--- config.mk ---
export PLATFORM = sky130hd
export DESIGN_NAME = rgbw_fader_flat
export DESIGN_NICKNAME = d
export VERILOG_FILES = /design/src/rtl/rgbw_fader_pkg.sv /design/src/rtl/rgbw_fader_if.sv /design/src/rtl/rgbw_fader_channel.sv /design/src/rtl/rgbw_fader.sv /design/src/flat_wrapper.sv
export SDC_FILE = /design/constraint.sdc
export NUM_CORES = 1
export LEC_CHECK = 0
export ABC_AREA = 1
export BUFFER_PORTS_ARGS = -buffer_cell sky130_fd_sc_hd__buf_4
export CAP_MARGIN = 40
export CORE_ASPECT_RATIO = 0.9
export CORE_MARGIN = 5
export CORE_UTILIZATION = 55
export DETAILED_ROUTE_END_ITERATION = 8
export GPL_ROUTABILITY_DRIVEN = 0
export PLACE_DENSITY = 0.74
export SETUP_SLACK_MARGIN = 0.15
export SLEW_MARGIN = 25
export SYNTH_ARGS = -nofsm -noshare
export SYNTH_HDL_FRONTEND = slang
export SYNTH_HIERARCHICAL = 1
export SYNTH_SLANG_ARGS = --single-unit
--- constraint.sdc ---
create_clock -name clk -period 3.84 [get_ports clk]
set_input_delay 0.768 -clock clk [delete_from_list [all_inputs] [get_ports clk]]
set_output_delay 0.768 -clock clk [all_outputs]
set_load 0.005 [all_outputs]
--- src/rtl/rgbw_fader_pkg.sv ---
// Shared constants and state encoding for the RGBW duty-word fader.
package rgbw_fader_pkg;
  localparam int CH_NUM = 4;
  localparam int DW     = 8;
  localparam int DIVW   = 16;

  typedef enum logic {
    IDLE = 1'b0,
    FADE = 1'b1
  } state_t;
endpackage

--- src/rtl/rgbw_fader_if.sv ---
// Load/target/duty bundle between a fade controller and the fader.
interface rgbw_fader_if;
  import rgbw_fader_pkg::*;

  logic            load;
  logic            ready;
  logic            busy;
  logic            done;
  logic [DW-1:0]   tgt0;
  logic [DW-1:0]   tgt1;
  logic [DW-1:0]   tgt2;
  logic [DW-1:0]   tgt3;
  logic [DIVW-1:0] step_div;
  logic [DW-1:0]   duty0;
  logic [DW-1:0]   duty1;
  logic [DW-1:0]   duty2;
  logic [DW-1:0]   duty3;

  modport master (
    output load, tgt0, tgt1, tgt2, tgt3, step_div,
    input  ready, busy, done, duty0, duty1, duty2, duty3
  );

  modport slave (
    input  load, tgt0, tgt1, tgt2, tgt3, step_div,
    output ready, busy, done, duty0, duty1, duty2, duty3
  );
endinterface

--- src/rtl/rgbw_fader_channel.sv ---
// One fader lane: duty register chasing a latched target by one LSB per step.
module fader_channel #(
  parameter int W = 8
) (
  input  logic         clk,
  input  logic         reset,
  input  logic         i_load,
  input  logic         i_step,
  input  logic [W-1:0] i_tgt,
  output logic [W-1:0] o_duty,
  output logic         o_at_target_next
);
  localparam logic [W-1:0] ONE = W'(1);

  logic [W-1:0] r_duty;
  logic [W-1:0] r_tgt;
  logic [W-1:0] w_duty_next;

  // Movement is always toward the target, so +1/-1 can never wrap.
  always_comb begin
    w_duty_next = r_duty;
    if (r_duty < r_tgt)
      w_duty_next = r_duty + ONE;
    else if (r_duty > r_tgt)
      w_duty_next = r_duty - ONE;
  end

  always_ff @(posedge clk or posedge reset) begin
    if (reset) begin
      r_duty <= '0;
      r_tgt  <= '0;
    end else begin
      if (i_load)
        r_tgt <= i_tgt;
      if (i_step)
        r_duty <= w_duty_next;
    end
  end

  assign o_duty           = r_duty;
  assign o_at_target_next = (w_duty_next == r_tgt);
endmodule

--- src/rtl/rgbw_fader.sv ---
// RGBW fader: latches targets on load, then steps four duty words toward them.
module rgbw_fader
  import rgbw_fader_pkg::*;
(
  input logic          clk,
  input logic          reset,
  input logic          clk_half,
  rgbw_fader_if.slave  bus
);
  localparam logic [DIVW-1:0] CNT_ONE = DIVW'(1);

  state_t            r_state;
  state_t            w_state_next;
  logic [DIVW-1:0]   r_cnt;
  logic [DIVW-1:0]   r_div;
  logic              r_done;
  logic              w_en;
  logic              w_accept;
  logic              w_tick;
  logic              w_finish;
  logic              w_ready;
  logic              w_busy;
  logic [CH_NUM-1:0] w_at;
  logic [DW-1:0]     w_tgt  [CH_NUM];
  logic [DW-1:0]     w_duty [CH_NUM];

  assign w_en     = ~clk_half;
  assign w_accept = w_en && (r_state == IDLE) && bus.load;
  assign w_tick   = w_en && (r_state == FADE) && (r_cnt == r_div);
  assign w_finish = w_tick && (&w_at);

  always_comb begin
    w_state_next = r_state;
    w_ready      = 1'b0;
    w_busy       = 1'b0;
    case (r_state)
      IDLE: begin
        w_ready = 1'b1;
        if (w_accept)
          w_state_next = FADE;
      end
      FADE: begin
        w_busy = 1'b1;
        if (w_finish)
          w_state_next = IDLE;
      end
      default: w_state_next = IDLE;
    endcase
  end

  // Every register holds on clk_half-high edges so this block tracks the PWM stage.
  always_ff @(posedge clk or posedge reset) begin
    if (reset) begin
      r_state <= IDLE;
      r_cnt   <= '0;
      r_div   <= '0;
      r_done  <= 1'b0;
    end else if (w_en) begin
      r_state <= w_state_next;
      r_done  <= w_finish;
      if (w_accept) begin
        r_div <= bus.step_div;
        r_cnt <= '0;
      end else if (r_state == FADE) begin
        r_cnt <= w_tick ? '0 : r_cnt + CNT_ONE;
      end
    end
  end

  assign w_tgt[0] = bus.tgt0;
  assign w_tgt[1] = bus.tgt1;
  assign w_tgt[2] = bus.tgt2;
  assign w_tgt[3] = bus.tgt3;

  for (genvar g = 0; g < CH_NUM; g++) begin : g_ch
    fader_channel #(.W(DW)) u_ch (
      .clk              (clk),
      .reset            (reset),
      .i_load           (w_accept),
      .i_step           (w_tick),
      .i_tgt            (w_tgt[g]),
      .o_duty           (w_duty[g]),
      .o_at_target_next (w_at[g])
    );
  end

  assign bus.duty0 = w_duty[0];
  assign bus.duty1 = w_duty[1];
  assign bus.duty2 = w_duty[2];
  assign bus.duty3 = w_duty[3];
  assign bus.ready = w_ready;
  assign bus.busy  = w_busy;
  assign bus.done  = r_done;
endmodule

--- src/flat_wrapper.sv ---
// flat-port wrapper written by rule: the top's interface ports become plain ports
module rgbw_fader_flat import rgbw_fader_pkg::*;
  (clk, reset, clk_half, bus_load, bus_tgt0, bus_tgt1, bus_tgt2, bus_tgt3, bus_step_div, bus_ready, bus_busy, bus_done, bus_duty0, bus_duty1, bus_duty2, bus_duty3);
  rgbw_fader_if bus_i ();
  input logic clk;
  input logic reset;
  input logic clk_half;
  input wire logic [$bits(bus_i.load)-1:0] bus_load;
  input wire logic [$bits(bus_i.tgt0)-1:0] bus_tgt0;
  input wire logic [$bits(bus_i.tgt1)-1:0] bus_tgt1;
  input wire logic [$bits(bus_i.tgt2)-1:0] bus_tgt2;
  input wire logic [$bits(bus_i.tgt3)-1:0] bus_tgt3;
  input wire logic [$bits(bus_i.step_div)-1:0] bus_step_div;
  output wire logic [$bits(bus_i.ready)-1:0] bus_ready;
  output wire logic [$bits(bus_i.busy)-1:0] bus_busy;
  output wire logic [$bits(bus_i.done)-1:0] bus_done;
  output wire logic [$bits(bus_i.duty0)-1:0] bus_duty0;
  output wire logic [$bits(bus_i.duty1)-1:0] bus_duty1;
  output wire logic [$bits(bus_i.duty2)-1:0] bus_duty2;
  output wire logic [$bits(bus_i.duty3)-1:0] bus_duty3;
  assign bus_i.load = bus_load;
  assign bus_i.tgt0 = bus_tgt0;
  assign bus_i.tgt1 = bus_tgt1;
  assign bus_i.tgt2 = bus_tgt2;
  assign bus_i.tgt3 = bus_tgt3;
  assign bus_i.step_div = bus_step_div;
  assign bus_ready = bus_i.ready;
  assign bus_busy = bus_i.busy;
  assign bus_done = bus_i.done;
  assign bus_duty0 = bus_i.duty0;
  assign bus_duty1 = bus_i.duty1;
  assign bus_duty2 = bus_i.duty2;
  assign bus_duty3 = bus_i.duty3;
  rgbw_fader u_core (.clk(clk), .reset(reset), .clk_half(clk_half), .bus(bus_i));
endmodule
== Word level (Yosys, flattened, before mapping) ==
Cells that the tools add are included.

* $add $sub $neg: 9
* Magnitude comparators: 8
* Equality and inequality tests: 5
* Muxes and demuxes: 16
* Bitwise logic cells: 2
* Reduce and logical (&&, ||, !) cells: 9

{| class="wikitable"
|+ Operators with widths
! operator !! number
|-
| $mux 8 || 8
|-
| $mux 16 || 3
|-
| $add 8x1->8 const B || 4
|-
| $eq 8x8->1 || 4
|-
| $gt 8x8->1 || 4
|-
| $lt 8x8->1 || 4
|-
| $sub 8x1->8 const B || 4
|-
| $add 16x1->16 const B || 1
|-
| $eq 16x16->1 || 1
|-
| $logic_and 1x1->1 || 5
|-
| $mux 1 || 4
|-
| $reduce_and 2->1 || 2
|-
| $reduce_and 4->1 || 1
|-
| $not 1->1 || 2
|-
| $pmux 1 s2 || 1
|-
| $reduce_bool 2->1 || 1
|}

* Bits in registers: 98
* Bits of input ports: 52
* Output and inout port bits: 35
* Logic and storage cells: 61

== Logic depth before layout (Yosys ltp) ==
* Depth in word-level cells: 8
* Gate-level depth with buffers: 23
* Depth with buffers taken out: 23

== Cells and area by module ==
Netlist, hierarchy kept.

{| class="wikitable"
|+ By module, submodules not included
! module !! times used !! cells an instance !! area an instance (sq um) !! seq. area each (sq um)
|-
| fader_channel || 4 || 195 || 1338.8 || 400.4
|-
| rgbw_fader || 1 || 282 || 2127.0 || 850.8
|}

== Worst setup path after synthesis ==
OpenSTA, ideal clock, no wires.

* Kind: register to register
* From: register u_core.g_ch[2].u_ch.r_duty[7]
* To: register u_core.r_state
* Setup time: 0.121 ns
* Data arrival time: 2.107 ns
* Data required time: 3.719 ns
* Path slack: 1.611 ns
* Cell stages (with the launch flop): 19
* Buffers on the path: 0
* Path through: dfrtp_1 ha_1 a21o_1 nor2_8 nand2_8 nand2_1 nand2_1 nand2_1 nand2_1 inv_1 nand2_1 nor2_2 nand2_1 nor2_2 nand4_1 inv_1 nand4_1 nand2_1 nand2_1

* Word-level cells in the longest chain between the ends: 8
* Elaborated cells between the ends (all ways): 11

{| class="wikitable"
|+ Ends and longest elaborated chain
! element !! RTL line !! source
|-
| start, declared || rgbw_fader_channel.sv:15 || <nowiki>logic [W-1:0] r_duty;</nowiki>
|-
| start signal, assigned || rgbw_fader_channel.sv:36 || <nowiki>r_duty <= w_duty_next;</nowiki>
|-
| $sub 8x1->8 or $gt 8x8->1 (tied branches) || rgbw_fader_channel.sv:25, rgbw_fader_channel.sv:24 ||
|-
| $mux 8 || rgbw_fader_channel.sv:24 || <nowiki>else if (r_duty > r_tgt)</nowiki>
|-
| $mux 8 (*) || rgbw_fader_channel.sv:22 || <nowiki>if (r_duty < r_tgt)</nowiki>
|-
| $eq 8x8->1 (*) || rgbw_fader_channel.sv:41 || <nowiki>assign o_at_target_next = (w_duty_next == r_tgt);</nowiki>
|-
| net u_core.w_at[2] || rgbw_fader.sv:23 || <nowiki>logic [CH_NUM-1:0] w_at;</nowiki>
|-
| $reduce_and 4->1 (*) || rgbw_fader.sv:30 || <nowiki>assign w_finish = w_tick && (&w_at);</nowiki>
|-
| $logic_and 1x1->1 (*) || rgbw_fader.sv:30 ||
|-
| $mux 1 (*) || rgbw_fader.sv:44 || <nowiki>if (w_finish)</nowiki>
|-
| $pmux 1 s2 (*) || rgbw_fader.sv:36 || <nowiki>case (r_state)</nowiki>
|-
| end signal, assigned || rgbw_fader.sv:59 || <nowiki>r_state <= w_state_next;</nowiki>
|-
| end, declared || rgbw_fader.sv:12 || <nowiki>state_t r_state;</nowiki>
|}

Mark *: on every way through the listed nets, which the timed path passes. The rest lies on a longest branch.
A chain may end at the register's enable or synchronous reset.

== Final worst setup path ==
* From: register u_core.g_ch[0].u_ch.r_duty[5]
* To: register u_core.r_state

* Word-level cells in the longest chain between the ends: 8
* Elaborated cells between the ends (all ways): 11

{| class="wikitable"
|+ Ends and longest elaborated chain
! element !! RTL line
|-
| start, declared || rgbw_fader_channel.sv:15
|-
| start signal, assigned || rgbw_fader_channel.sv:36
|-
| $sub 8x1->8 or $gt 8x8->1 (tied branches) || rgbw_fader_channel.sv:25, rgbw_fader_channel.sv:24
|-
| $mux 8 || rgbw_fader_channel.sv:24
|-
| $mux 8 (*) || rgbw_fader_channel.sv:22
|-
| $eq 8x8->1 (*) || rgbw_fader_channel.sv:41
|-
| net u_core.w_at[0] || rgbw_fader.sv:23
|-
| $reduce_and 4->1 (*) || rgbw_fader.sv:30
|-
| $logic_and 1x1->1 (*) || rgbw_fader.sv:30
|-
| $mux 1 (*) || rgbw_fader.sv:44
|-
| $pmux 1 s2 (*) || rgbw_fader.sv:36
|}

Marked as above.

==> results.py <==
metrics = {
    "status": {
        "outcome": "finished, final reports clean",
    },
    "timing": {
        "slew_violations": 0,
        "fin_crit_ps": 2660,
        "tns_ps": 0,
        "grt_setup_unrepaired": "false",
        "setup_violations": 0,
        "worst_slack_ps": 1180,
        "worst_pin_slew_ps": 748,
        "max_freq_mhz": 376,
        "fin_crit_sh_pct": 69.3,
        "hold_violations": 0,
        "slew_headroom_pct": 50.1,
        "skew_ps": 16.0,
    },
    "drt": {
        "drc": 0,
        "wl_per_cell_um": 13.8,
        "dr.pass1.iters": 6,
        "ant_nets": 0,
        "vias": 6936,
        "drt_iter0_markers": 561,
        "wirelength_um": 18200,
        "vias_per_cell": 5.24,
    },
    "critical_path": {
        "slowest_delay_ps": 470,
        "cp_slowest_cell": "dfrtp_1",
        "endpoint_kind": "register",
        "critPathArrivalTime_ps": 2900,
        "crit_path_frequent_cell": "nand2_1",
        "path_max_fanout": 10,
        "worst-path-buf-inv": 1,
        "critPathLaunchType": "register",
        "worstPathRequired_ps": 4070,
        "cp_cell_sequence": "ha_1, a21oi_1, nor2_2, nor2_8, nand2_8, nand2_4, nand2_2, nand2_2, nand2_2, nand2_1, nand2_1, nor2_1, nand2_1, nor2_2, nand4_1, inv_1, nand4_1, nand2_1, nand2_1",
        "critPathKind": "reg -> reg",
        "crit_family": "simple AND/OR/NAND/NOR gates",
    },
    "layout": {
        "final_nets": 1244,
        "fillCellCount": 1277,
        "final_cell_area_um2": 8610,
        "area.growth.synth_to_final_pct": 15.1,
        "antenna_cells": 0,
        "multi_input_area_um2": 4400,
        "layout-drive-gt1-share_pct": 20.6,
        "final_common_cell": "nand2_1",
        "final_cell_mix": "nand2_1 (343), inv_1 (131), nand3_1 (115)",
        "regArea_um2": 2450,
    },
    "clock_network": {
        "numCtsBuffers": 9,
        "clock_latency_ps": 360,
        "clkSlewWorstSetupHoldPaths_ps": 80,
        "cts_setup_buffers": 0,
        "cts_tree": "yes",
        "h-tree-depth": 3,
        "cts_sinks": 98,
        "cts_hold_buf": 0,
        "cts-resized-gates": 0,
        "cts_buffer_depth": 2,
        "cts_root_buffer": "clkbuf_16",
    },
    "floorplanning": {
        "rows": 40,
        "io_pins": 87,
        "chipWidth_um": 133,
        "start_util_pct": 56.0,
        "dieArea_um2": 16000,
        "die_h_um": 121,
        "core-area_um2": 13400,
    },
    "hold_path": {
        "hp-class": "in -> async",
    },
    "grt": {
        "grt_max_degree": 55,
        "grt_pass1_vias": 6452,
        "antenna_found_initial": 0,
        "grt_overflow_total": 0,
        "grt_usage_pct": 23.1,
        "grt_pass1_wl_um": 30600,
    },
    "logic_synthesis": {
        "synthSimpleGateAreaFrac_pct": 43.3,
        "synth_fa_ha_area_share_pct": 6.86,
        "syn_area_per_cell_um2": 7.05,
        "synth-edff-count": 0,
        "yosysWarnings": 6,
        "yosysSeqAreaShare_pct": 32.8,
        "synth_area_um2": 7480,
        "async_flop_share_pct": 100,
        "synth_cell_types": 36,
        "synth_cells": 1062,
        "synth_compound_area_share_pct": 7.49,
        "synth_xor_area_share_pct": 1.05,
        "synthesis.nets": 1155,
        "synth_top_family_by_area": "simple AND/OR/NAND/NOR gates",
        "muxShareOfSynthArea_pct": 0,
        "synth_ff_type": "dfrtp_1",
        "ys_seq_elements": 98,
    },
    "power": {
        "power_density_nw_per_um2": 481,
        "p_leak_nw": 4.45,
        "ir_drop_mv": 0.411,
    },
    "flow_run": {
        "drv_cap": 0,
    },
    "placement": {
        "place_ws_ps": 1050,
        "placed_area_um2": 8310,
        "port_buffers": 86,
        "post-dp-hpwl_um": 14000,
    },
}
-- layout make-up --
type	count	area share, %
Multi-Input combinational cell	801	51.1
Tap cell	168	2.44
Inverter	150	6.60
Clock buffer	11	2.70
Timing Repair Buffer	91	7.93
Sequential cell	98	28.5
Clock inverter	5	0.741
-- metal layers --
metal / global-route usage [%] / share of wire [%] / vias to the layer above
li1: - / - / 3585
met4: 5.52 / 1.2 / 0
met2: 35.3 / 44 / 165
met3: 5.12 / 5.4 / 17
met5: 0 / 0 / -
met1: 33.4 / 50 / 3169
-- through the flow --
step | power [mW] | util (%) | cells | hold slack (ps)
3_5_place_dp | 3.24 | 62.2 | 1308 | 504
5_1_grt | 4.51 | 64.4 | 1324 | 359
4_1_cts | 4.17 | 64.4 | 1324 | 349
6_report | 4.15 | 64.4 | 1324 | 363
2_1_floorplan | 2.82 | - | 1062 | 469
3_3_place_gp | 3.20 | 62.2 | 1308 | 493
-- power breakdown --
group          internal, mW  switching [mW]  total [mW]  leakage (nW)
Combinational         0.656            1.14        1.80          3.12
Clock                 0.510           0.399       0.910         0.140
Sequential             1.25           0.186        1.44          1.19
-- synth_stat cells, drive strengths merged, types with 4 or more instances --
cell / number / area, um^2
clkinv: 4 / 15.0
nor2: 66 / 445
nand4: 14 / 93.8
inv: 146 / 553
ha: 41 / 513
buf: 8 / 52.6
clkbuf: 5 / 18.8
nand2: 405 / 1790
nand3b: 10 / 75.1
dfrtp: 98 / 2450
nand3: 125 / 691
nor3: 17 / 95.1
o21ai: 95 / 490
a21oi: 8 / 40.0
xor2: 7 / 61.3
a21o: 4 / 30.0
nor4: 5 / 31.3
-- worst register-to-register path, cell delays in order, from the launching register on --
cell and delay, ps:
dfrtp_1 470, ha_1 340, a21oi_1 170, nor2_2 90, nor2_8 190, nand2_8 110
nand2_4 80, nand2_2 50, nand2_2 80, nand2_2 60, nand2_1 50, nand2_1 40
nor2_1 150, nand2_1 110, nor2_2 110, nand4_1 90, inv_1 60, nand4_1 130
nand2_1 80, nand2_1 60
-- logic make-up (layout without fill, tap and decap cells) --
group	Yosys count	count (layout)
XOR/XNOR	9	9
AND/OR/NAND/NOR	644	644
buffers and inverters	163	257
adder cells (fa/ha/maj)	41	41
AO/OA/AOI/OAI	107	107
flip-flops	98	98
-- flip-flops by register name, summed over array words and instances, names as in the netlist --
name                     count
u_core/r_cnt                16
u_core/bus.done              1
u_core/r_state               1
u_core/r_div                16
u_core/g_ch.u_ch/r_tgt      32
u_core/g_ch.u_ch/o_duty     32
-- final timing paths --
check,cells after the start,startpoint,end,slack (ps)
hold reg to reg,2,u_core/r_div[14],u_core/r_div[14],520
setup reg to reg,19,u_core/g_ch[0].u_ch/o_duty[5],u_core/r_state,1180
setup / recovery,19,u_core/g_ch[0].u_ch/o_duty[5],u_core/r_state,1180
hold / removal,2,reset,u_core/r_div[15],360
min in group clk,2,u_core/r_div[14],u_core/r_div[14],520
max in group asynchronous,3,reset,u_core/r_cnt[12],2820
No activity file was read; power rests on OpenSTA's default activity.
